$ cat src/rtl/alu_bist_sched.sv
`default_nettype none
// ============================================================================
//  Module   : alu_bist_sched
//  Purpose  : Arbitrates the operand/control inputs of the voted ALU between
//             the MIPS datapath (always has priority) and a built-in
//             self-test sweep of 8 fixed vectors. The sweep is launched
//             after the ALU has sat idle for IDLE_CYCLES cycles. Voted-result
//             mismatches are counted (saturating) and latched into a sticky
//             fault flag.
//  Revision : 1.0 - initial release
// ----------------------------------------------------------------------------
//  Ports
//    clk         in   1      clock, all state changes on rising edge
//    reset       in   1      synchronous reset, active low
//    req_valid   in   1      datapath ALU request
//    req_a/b     in   32     datapath operands
//    req_cont    in   3      datapath alucont
//    req_ready   out  1      request accepted when req_valid & req_ready
//    rsp_valid   out  1      registered response strobe (latency 1)
//    rsp_result  out  32     registered ALU result of accepted request
//    rsp_zero    out  1      registered ALU zero of accepted request
//    alu_a/b     out  32     ALU operands (combinational)
//    alu_cont    out  3      ALU alucont (combinational)
//    alu_result  in   32     ALU voted result
//    alu_zero    in   1      ALU voted zero flag
//    test_en     in   1      enables idle counting and self-test
//    clr_fault   in   1      clears fault and fail_count
//    test_busy   out  1      self-test sweep in progress
//    vec_idx     out  3      current/next self-test vector index
//    sweep_done  out  1      one-cycle pulse after vector 7 was checked
//    fail_count  out  CNT_W  saturating mismatch count
//    fault       out  1      sticky mismatch flag
// ============================================================================
module alu_bist_sched #(
    parameter int IDLE_CYCLES = 16,
    parameter int CNT_W       = 8
) (
    input  logic             clk,
    input  logic             reset,
    input  logic             req_valid,
    input  logic [31:0]      req_a,
    input  logic [31:0]      req_b,
    input  logic [2:0]       req_cont,
    output logic             req_ready,
    output logic             rsp_valid,
    output logic [31:0]      rsp_result,
    output logic             rsp_zero,
    output logic [31:0]      alu_a,
    output logic [31:0]      alu_b,
    output logic [2:0]       alu_cont,
    input  logic [31:0]      alu_result,
    input  logic             alu_zero,
    input  logic             test_en,
    input  logic             clr_fault,
    output logic             test_busy,
    output logic [2:0]       vec_idx,
    output logic             sweep_done,
    output logic [CNT_W-1:0] fail_count,
    output logic             fault
);

    // The idle counter only needs to reach IDLE_CYCLES-1: the cycle in which
    // it already holds that value is the last idle cycle before the sweep.
    localparam int              c_IDLE_W    = (IDLE_CYCLES < 2) ? 1 : $clog2(IDLE_CYCLES);
    localparam logic [c_IDLE_W-1:0] c_IDLE_LAST = c_IDLE_W'(IDLE_CYCLES - 1);
    localparam logic [CNT_W-1:0]    c_CNT_MAX   = {CNT_W{1'b1}};

    localparam logic [0:0] c_ST_IDLE = 1'b0;
    localparam logic [0:0] c_ST_BIST = 1'b1;

    logic [0:0]          r_state;
    logic [0:0]          w_state_next;
    logic [c_IDLE_W-1:0] r_idle_cnt;
    logic [2:0]          r_vec_idx;
    logic                r_rsp_valid;
    logic [31:0]         r_rsp_result;
    logic                r_rsp_zero;
    logic                r_sweep_done;
    logic [CNT_W-1:0]    r_fail_count;
    logic                r_fault;

    logic [31:0]         w_vec_a;
    logic [31:0]         w_vec_b;
    logic [2:0]          w_vec_cont;
    logic [31:0]         w_gold_result;
    logic                w_gold_zero;
    logic                w_in_bist;
    logic                w_idle_hit;
    logic                w_mismatch;

    // ------------------------------------------------------------------
    // Self-test vector ROM with golden responses
    // ------------------------------------------------------------------
    always_comb begin
        w_vec_a       = 32'd0;
        w_vec_b       = 32'd0;
        w_vec_cont    = 3'b000;
        w_gold_result = 32'd0;
        w_gold_zero   = 1'b0;
        case (r_vec_idx)
            3'd0: begin w_vec_a = 32'h0000_0005; w_vec_b = 32'h0000_0003; w_vec_cont = 3'b010;
                        w_gold_result = 32'h0000_0008; w_gold_zero = 1'b0; end
            3'd1: begin w_vec_a = 32'h0000_0005; w_vec_b = 32'h0000_0005; w_vec_cont = 3'b110;
                        w_gold_result = 32'h0000_0000; w_gold_zero = 1'b1; end
            3'd2: begin w_vec_a = 32'hFFFF_0000; w_vec_b = 32'h0F0F_0F0F; w_vec_cont = 3'b000;
                        w_gold_result = 32'h0F0F_0000; w_gold_zero = 1'b0; end
            3'd3: begin w_vec_a = 32'hFFFF_0000; w_vec_b = 32'h0000_FFFF; w_vec_cont = 3'b001;
                        w_gold_result = 32'hFFFF_FFFF; w_gold_zero = 1'b0; end
            3'd4: begin w_vec_a = 32'h0000_0003; w_vec_b = 32'h0000_0007; w_vec_cont = 3'b111;
                        w_gold_result = 32'h0000_0001; w_gold_zero = 1'b0; end
            3'd5: begin w_vec_a = 32'h0000_0007; w_vec_b = 32'h0000_0003; w_vec_cont = 3'b111;
                        w_gold_result = 32'h0000_0000; w_gold_zero = 1'b1; end
            3'd6: begin w_vec_a = 32'hFFFF_FFFF; w_vec_b = 32'h0000_0001; w_vec_cont = 3'b010;
                        w_gold_result = 32'h0000_0000; w_gold_zero = 1'b1; end
            default: begin w_vec_a = 32'h8000_0000; w_vec_b = 32'h0000_0001; w_vec_cont = 3'b110;
                        w_gold_result = 32'h7FFF_FFFF; w_gold_zero = 1'b0; end
        endcase
    end

    assign w_in_bist  = (r_state == c_ST_BIST);
    assign w_idle_hit = (r_state == c_ST_IDLE) && test_en && !req_valid
                        && (r_idle_cnt == c_IDLE_LAST);
    assign w_mismatch = w_in_bist
                        && ((alu_result != w_gold_result) || (alu_zero != w_gold_zero));

    // ------------------------------------------------------------------
    // FSM: state register
    // ------------------------------------------------------------------
    always_ff @(posedge clk) begin
        if (!reset) begin
            r_state <= c_ST_IDLE;
        end else begin
            r_state <= w_state_next;
        end
    end

    // ------------------------------------------------------------------
    // FSM: next state. A request or test disable during a sweep still lets
    // the current vector be checked, then hands the ALU back next cycle.
    // ------------------------------------------------------------------
    always_comb begin
        w_state_next = r_state;
        case (r_state)
            c_ST_IDLE: begin
                if (w_idle_hit) begin
                    w_state_next = c_ST_BIST;
                end
            end
            c_ST_BIST: begin
                if ((r_vec_idx == 3'd7) || req_valid || !test_en) begin
                    w_state_next = c_ST_IDLE;
                end
            end
            default: w_state_next = c_ST_IDLE;
        endcase
    end

    // ------------------------------------------------------------------
    // FSM: outputs (ALU input mux and handshake)
    // ------------------------------------------------------------------
    always_comb begin
        req_ready = 1'b0;
        alu_a     = req_a;
        alu_b     = req_b;
        alu_cont  = req_cont;
        case (r_state)
            c_ST_BIST: begin
                alu_a    = w_vec_a;
                alu_b    = w_vec_b;
                alu_cont = w_vec_cont;
            end
            default: begin
                req_ready = 1'b1;
            end
        endcase
    end

    // ------------------------------------------------------------------
    // Response capture, idle counter, vector index and fault bookkeeping
    // ------------------------------------------------------------------
    always_ff @(posedge clk) begin
        if (!reset) begin
            r_idle_cnt   <= '0;
            r_vec_idx    <= 3'd0;
            r_rsp_valid  <= 1'b0;
            r_rsp_result <= 32'd0;
            r_rsp_zero   <= 1'b0;
            r_sweep_done <= 1'b0;
            r_fail_count <= '0;
            r_fault      <= 1'b0;
        end else begin
            r_rsp_valid  <= 1'b0;
            r_sweep_done <= 1'b0;

            if (w_in_bist) begin
                r_idle_cnt <= '0;
                // Index always advances so an interrupted sweep resumes at
                // the vector after the last one checked.
                r_vec_idx  <= r_vec_idx + 3'd1;
                if (r_vec_idx == 3'd7) begin
                    r_sweep_done <= 1'b1;
                end
            end else begin
                if (req_valid) begin
                    r_rsp_valid  <= 1'b1;
                    r_rsp_result <= alu_result;
                    r_rsp_zero   <= alu_zero;
                end
                if (test_en && !req_valid && !w_idle_hit) begin
                    r_idle_cnt <= r_idle_cnt + c_IDLE_W'(1);
                end else begin
                    r_idle_cnt <= '0;
                end
            end

            // A clear coinciding with a mismatch leaves exactly that mismatch recorded.
            if (clr_fault) begin
                r_fault      <= w_mismatch;
                r_fail_count <= w_mismatch ? CNT_W'(1) : '0;
            end else if (w_mismatch) begin
                r_fault <= 1'b1;
                if (r_fail_count != c_CNT_MAX) begin
                    r_fail_count <= r_fail_count + CNT_W'(1);
                end
            end
        end
    end

    assign rsp_valid  = r_rsp_valid;
    assign rsp_result = r_rsp_result;
    assign rsp_zero   = r_rsp_zero;
    assign test_busy  = w_in_bist;
    assign vec_idx    = r_vec_idx;
    assign sweep_done = r_sweep_done;
    assign fail_count = r_fail_count;
    assign fault      = r_fault;

endmodule
`default_nettype wire

$ cat config.mk
export PLATFORM = sky130hd
export DESIGN_NAME = alu_bist_sched
export DESIGN_NICKNAME = d
export VERILOG_FILES = /design/src/rtl/alu_bist_sched.sv
export SDC_FILE = /design/constraint.sdc
export NUM_CORES = 1
export LEC_CHECK = 0
export BUFFER_PORTS_ARGS = -buffer_cell sky130_fd_sc_hd__buf_2
export CAP_MARGIN = 20
export CORE_ASPECT_RATIO = 2
export CORE_MARGIN = 2
export CORE_UTILIZATION = 36
export CTS_CLUSTER_DIAMETER = 120
export DETAILED_ROUTE_END_ITERATION = 8
export GPL_TIMING_DRIVEN = 1
export PLACE_DENSITY = 0.69
export SLEW_MARGIN = 0
export SYNTH_ARGS = -nofsm -noshare
export SYNTH_HDL_FRONTEND = slang
export SYNTH_SLANG_ARGS = --single-unit
export TNS_END_PERCENT = 1
$ cat constraint.sdc
create_clock -name clk -period 3.1 [get_ports clk]
set_input_delay 0.465 -clock clk [delete_from_list [all_inputs] [get_ports clk]]
set_output_delay 0.465 -clock clk [all_outputs]
set_load 0.01 [all_outputs]
After elaboration in Yosys (flattened, before gate mapping). Cells that the tools add are included.

Register bits after elaboration: 52. Input port bits: 105. Output and inout port bits: 116. Word-level logic and storage cells: 72.

Add/sub/neg operators: 3. Eq/ne operators: 11. Multiplexer cells: 20. Bitwise gates (word level): 3. Reduce and logical (&&, ||, !) cells: 26.

Operators with widths (number): $pmux W32 S5 (2); $pmux W28 S5 (1); $mux W32 (2); $ne A32 B32 Y1 (1); $mux W8 (3); $eq A3 B3 Y1 const B (4); $pmux W3 S4 (1); $reduce_or A2 Y1 (6); $mux W1 (9); $add A8 B1 Y8 const B (1); $ne A8 B8 Y1 const B (1); $eq A3 B2 Y1 const B (2); $logic_and A1 B1 Y1 (6); $reduce_and A2 Y1 (3); $reduce_or A3 Y1 (2); $add A4 B1 Y4 const B (1); $eq A4 B4 Y1 const B (1); $reduce_bool A2 Y1 (2); $add A3 B1 Y3 const B (1); $eq A3 B1 Y1 const B (1); $logic_not A1 Y1 (3); $logic_not A3 Y1 (1); $logic_or A1 B1 Y1 (3); $mux W3 (1); other kinds (3) (5).

Logic depth before layout (Yosys ltp).
Depth in word-level cells: 8. Depth in mapped cells: 11. Depth with buffers taken out: 8.

Worst setup path after synthesis. No wires, ideal clock.

Path kind: register to register. Start: reg r_vec_idx[2] (netlist: vec_idx[2]). End: reg r_fail_count[4] (netlist: fail_count[4]). Setup time: 115 ps. Arrival time: 2615 ps. Data required time: 2985 ps. Setup slack: 371 ps. Cell stages (with the launch flop): 11. Buffers on the path: 3. Clock period less this slack: 2729 ps. Path through: dfxtp_1 > clkbuf_1 > inv_1 > ha_1 > clkbuf_1 > a31o_1 > or4_4 > a221oi_4 > buf_6 > nor4_1 > o21a_1.

Word-level cells in the longest chain between the ends: 8. Elaborated cells between the ends (all ways): 16. Classes of those cells: eq/ne: 8; mux: 2; reduce/logical: 6.

RTL lines: from (decl) (RTL line 74) `logic [2:0] r_vec_idx;`; from (signal assigned) (RTL line 199) `r_vec_idx <= r_vec_idx + 3'd1;`; $eq A3 B3 Y1 / $eq A3 B1 Y1 (equally long branches) (RTL line 100) `case (r_vec_idx)`; $reduce_or A3 Y1 (no source line); $pmux W32 S5 / $mux W1 (equally long branches) (RTL line 100); $ne A32 B32 Y1 / $ne A1 B1 Y1 (equally long branches) (RTL line 124) `&& ((alu_result != w_gold_result) || (alu_zero != w_gold_zero));`; $logic_or A1 B1 Y1 * (RTL line 124); $logic_and A1 B1 Y1 * (RTL line 124); $reduce_bool A2 Y1 (no source line) *; $reduce_and A2 Y1 (no source line) *; to (signal assigned) (RTL line 219) `r_fail_count <= w_mismatch ? CNT_W'(1) : '0;`; to (signal assigned) (RTL line 223) `r_fail_count <= r_fail_count + CNT_W'(1);`; to (decl) (RTL line 79) `logic [CNT_W-1:0] r_fail_count;`.

Mark *: on every way between the ends. The rest lies on a longest branch, timed or not. A chain may end at the register's enable or synchronous reset.

Worst setup path after layout.
Start: reg r_vec_idx[0] (netlist: vec_idx[0]). End: reg r_fail_count[6] (netlist: fail_count[6]).

Same word-level chain as after synthesis.

==> out/summary.txt <==
Status: completed
Seq/Total Area, Yosys: 33.8%
Post-synth EDFFs: 0
Fin Setup TNS: 0 ps
Netlist cell types: 50
Die Wd: 69.5 um
Worst slew pin tran: 583 ps
Clock tree buffer depth: 2
DR WL met2: 5.82 mm
Max Fclk: 366 MHz
Initial antenna violation count: 0
Top sig layer: met4
Crit path capture type: register
Clock transition at the registers of the reported paths: 70 ps
R2R depth: 8
Avg Vias per Cell: 5.00
Number of global-route vias before repair: 3622
Pwr Density: 368 mW/mm2
Critical path type: reg2reg
Final Hold Violating Endpoints: 0
CP max stage delay: 540 ps
Initial Util: 37.2%
Storage cell area: 0.00104 mm2
RSZ-0062 raised after global routing: no
WP data required: 3260 ps
Crit path depth: 8
Synth Instances: 445
Async S/R FF share, synth: 0%
DRT Wirelength: 10.5 mm
Clock Latency Late Sink: 290 ps
Met1 Wirelength: 3.70 mm
DRC: 0
DRT iter0 DRCs: 173
Total power: 1.64 mW
Crit path max-delay family: simple AND/OR/NAND/NOR gates
PortBufs: 220
Die ar.: 0.00937 mm2
Min cycle time layout: 2730 ps
Peak supply drop: 427 uV
Num ports: 221
Worst path bufs/invs: 1
Endpoints failing setup: 0
HP Class: in2reg
Synth Area per Inst: 6.93 um2
Area of the multi-input gates: 0.00184 mm2
Die height: 135 um
Clock Tree Root: clkbuf_16
Flops & latches, synth: 52
Fin Hold WS: 443 ps
First-pass GRT wire length: 16.6 mm
Grt ovf: 0
Leakage power: 2.28 nW
Core area: 0.00829 mm2
Detail Route Antenna Nets: 0
RD Place Congestion: 0.877
Largest net degree at the start of global routing: 91
Global-route usage over all layers: 21.7%
CP Max Fanout: 15
Syn-to-layout area delta: 44.4%
Critical path data arrival time: 2900 ps
H-tree depth: 2
Fin crit share: 88.2%
Detailed-route via count: 3763
Share of post-route cells with drive strength above 1: 37.6%
YS warnings: 0
Final #Nets: 766
WHS Path Cells: 3
Standard-cell rows: 47
Net Count, Synth: 558
Max_slew headroom: 61.1%
Cell Chain, Critical Path: inv_1, ha_1, nor2b_1, a21oi_1, or4_4, a221oi_4, or2b_2, a211oi_2
# fillers: 860
CTS sink count: 52
Worst r2r src: vec_idx[0]
Synthesized area: 0.00308 mm2
CTS tree: yes
Avg WL per Cell: 14.0 um
Max cap viols: 0
Slowest-stage cell, CP: a221oi_4
Setup crit start: vec_idx[0]
Layout Skew: 3.93 ps
Resized Gates After CTS: 0
N_diodes: 0
Drt first pass iters: 4
Crit path launch type: register
Post-CTS Setup Bufs: 0
Max-slew violations: 0
Hold Path Origin: alu_result[11]
CTS Buf Count: 5
Synth Flop Type: dfxtp_1
Wire length on met3: 779 um
DPL Wire Length: 8.54 mm
Hold_buf cts: 0
-- cell type report --
class / instances / share of cell area, %
multi-input combinational: 342 / 41.4
timing repair buffer: 229 / 26.5
sequential: 52 / 23.4
clock buffer: 6 / 3.12
tap: 98 / 2.75
inverter: 23 / 1.94
clock inverter: 2 / 0.871
-- synthesized netlist by cell type, types with 3 or more instances --
cell | instances | area share (%)
nand4_1 | 8 | 1.6
a21boi_0 | 33 | 8.0
nor4_1 | 8 | 1.6
dfxtp_1 | 52 | 34
xor2_1 | 3 | 0.85
or3_1 | 3 | 0.61
o211ai_1 | 3 | 0.73
nor2_1 | 83 | 10
clkbuf_1 | 25 | 3.0
nor3_1 | 6 | 0.97
ha_1 | 8 | 3.2
nand2_1 | 84 | 10
nor2b_1 | 14 | 2.8
o21ai_1 | 4 | 0.65
o21ai_0 | 21 | 3.4
inv_1 | 22 | 2.7
nand3_1 | 12 | 1.9
a31oi_1 | 3 | 0.61
and3_1 | 4 | 0.81
a21oi_1 | 13 | 2.1
-- metrics by stage --
stage	worst slack [ps]	instances	util (%)	cell area [um2]
after detailed placement	310	744	51.6	4280
after floorplan	371	445	-	3080
final	367	752	53.7	4450
after global routing	110	752	53.7	4450
after global placement	391	744	51.6	4280
after CTS	296	752	53.7	4450
-- cells in the final DEF, fill, tap and decap left out, types with 2 or more instances in the layout --
cell type  synthesis  final
buf_2              0    220
nand2_1           84     84
nor2_1            83     83
dfxtp_1           52     51
a21boi_0          33     33
inv_1             22     22
o21ai_0           21     21
a21oi_1           13     13
nor2b_1           14     13
nand3_1           12     12
nor4_1             8      8
nand4_1            8      8
ha_1               8      8
buf_4              1      8
nor3_1             6      6
clkbuf_16          0      5
and3_1             4      4
o21ai_1            4      4
a31oi_1            3      3
xor2_1             3      3
o211ai_1           3      3
or3_1              3      3
mux2i_1            2      2
and2_1             2      2
nand2b_1           2      2
xnor2_1            2      2
o2111ai_1          2      2
o21a_1             2      2
-- worst register-to-register path: cells and delay by family, from the launching register on --
| family | cells | cell delay (ps) |
|---|---|---|
| simple gates | 3 | 1080 |
| buf+inv | 1 | 110 |
| fa+ha+maj | 1 | 330 |
| compound gates | 3 | 700 |
| flops | 1 | 380 |
-- cell families (layout without fill, tap and decap cells) --
kind of cell / count (synthesis) / in the layout / synth area share [%]
compound gates: 94 / 94 / 20.8
flops: 52 / 52 / 33.8
buf+inv: 51 / 260 / 6.57
xor+xnor: 5 / 5 / 1.42
mux: 3 / 3 / 1.01
fa+ha+maj: 8 / 8 / 3.25
simple gates: 232 / 232 / 33.2
-- report_power, final --
| part | internal [mW] | leakage, nW | switching, mW |
|---|---|---|---|
| Combinational | 0.134 | 1.77 | 0.155 |
| Clock | 0.404 | 0.0871 | 0.241 |
| Sequential | 0.693 | 0.426 | 0.0118 |
| Total | 1.23 | 2.28 | 0.409 |
-- metal layers --
metal  global-route usage, %  vias to the layer above
met1                    21.0                     1665
met4                    7.84                        0
met3                    4.93                       17
met5                       0                        -
li1                        -                     1899
met2                    43.5                      182
-- state kept, by name (all words and copies together) (netlist names) --
| signal | count |
|---|---|
| sweep_done | 1 |
| fault | 1 |
| rsp_valid | 1 |
| rsp_zero | 1 |
| fail_count | 8 |
| r_idle_cnt | 4 |
| rsp_result | 32 |
| vec_idx | 3 |
| test_busy | 1 |
-- path summary, 6_finish.rpt --
check,slack (ps),endpoint
max reg2reg,370,fail_count[6]
min,440,rsp_result[11]
max,370,fail_count[6]
min reg2reg,460,rsp_result[12]
Power figures use the tool's default switching activity.
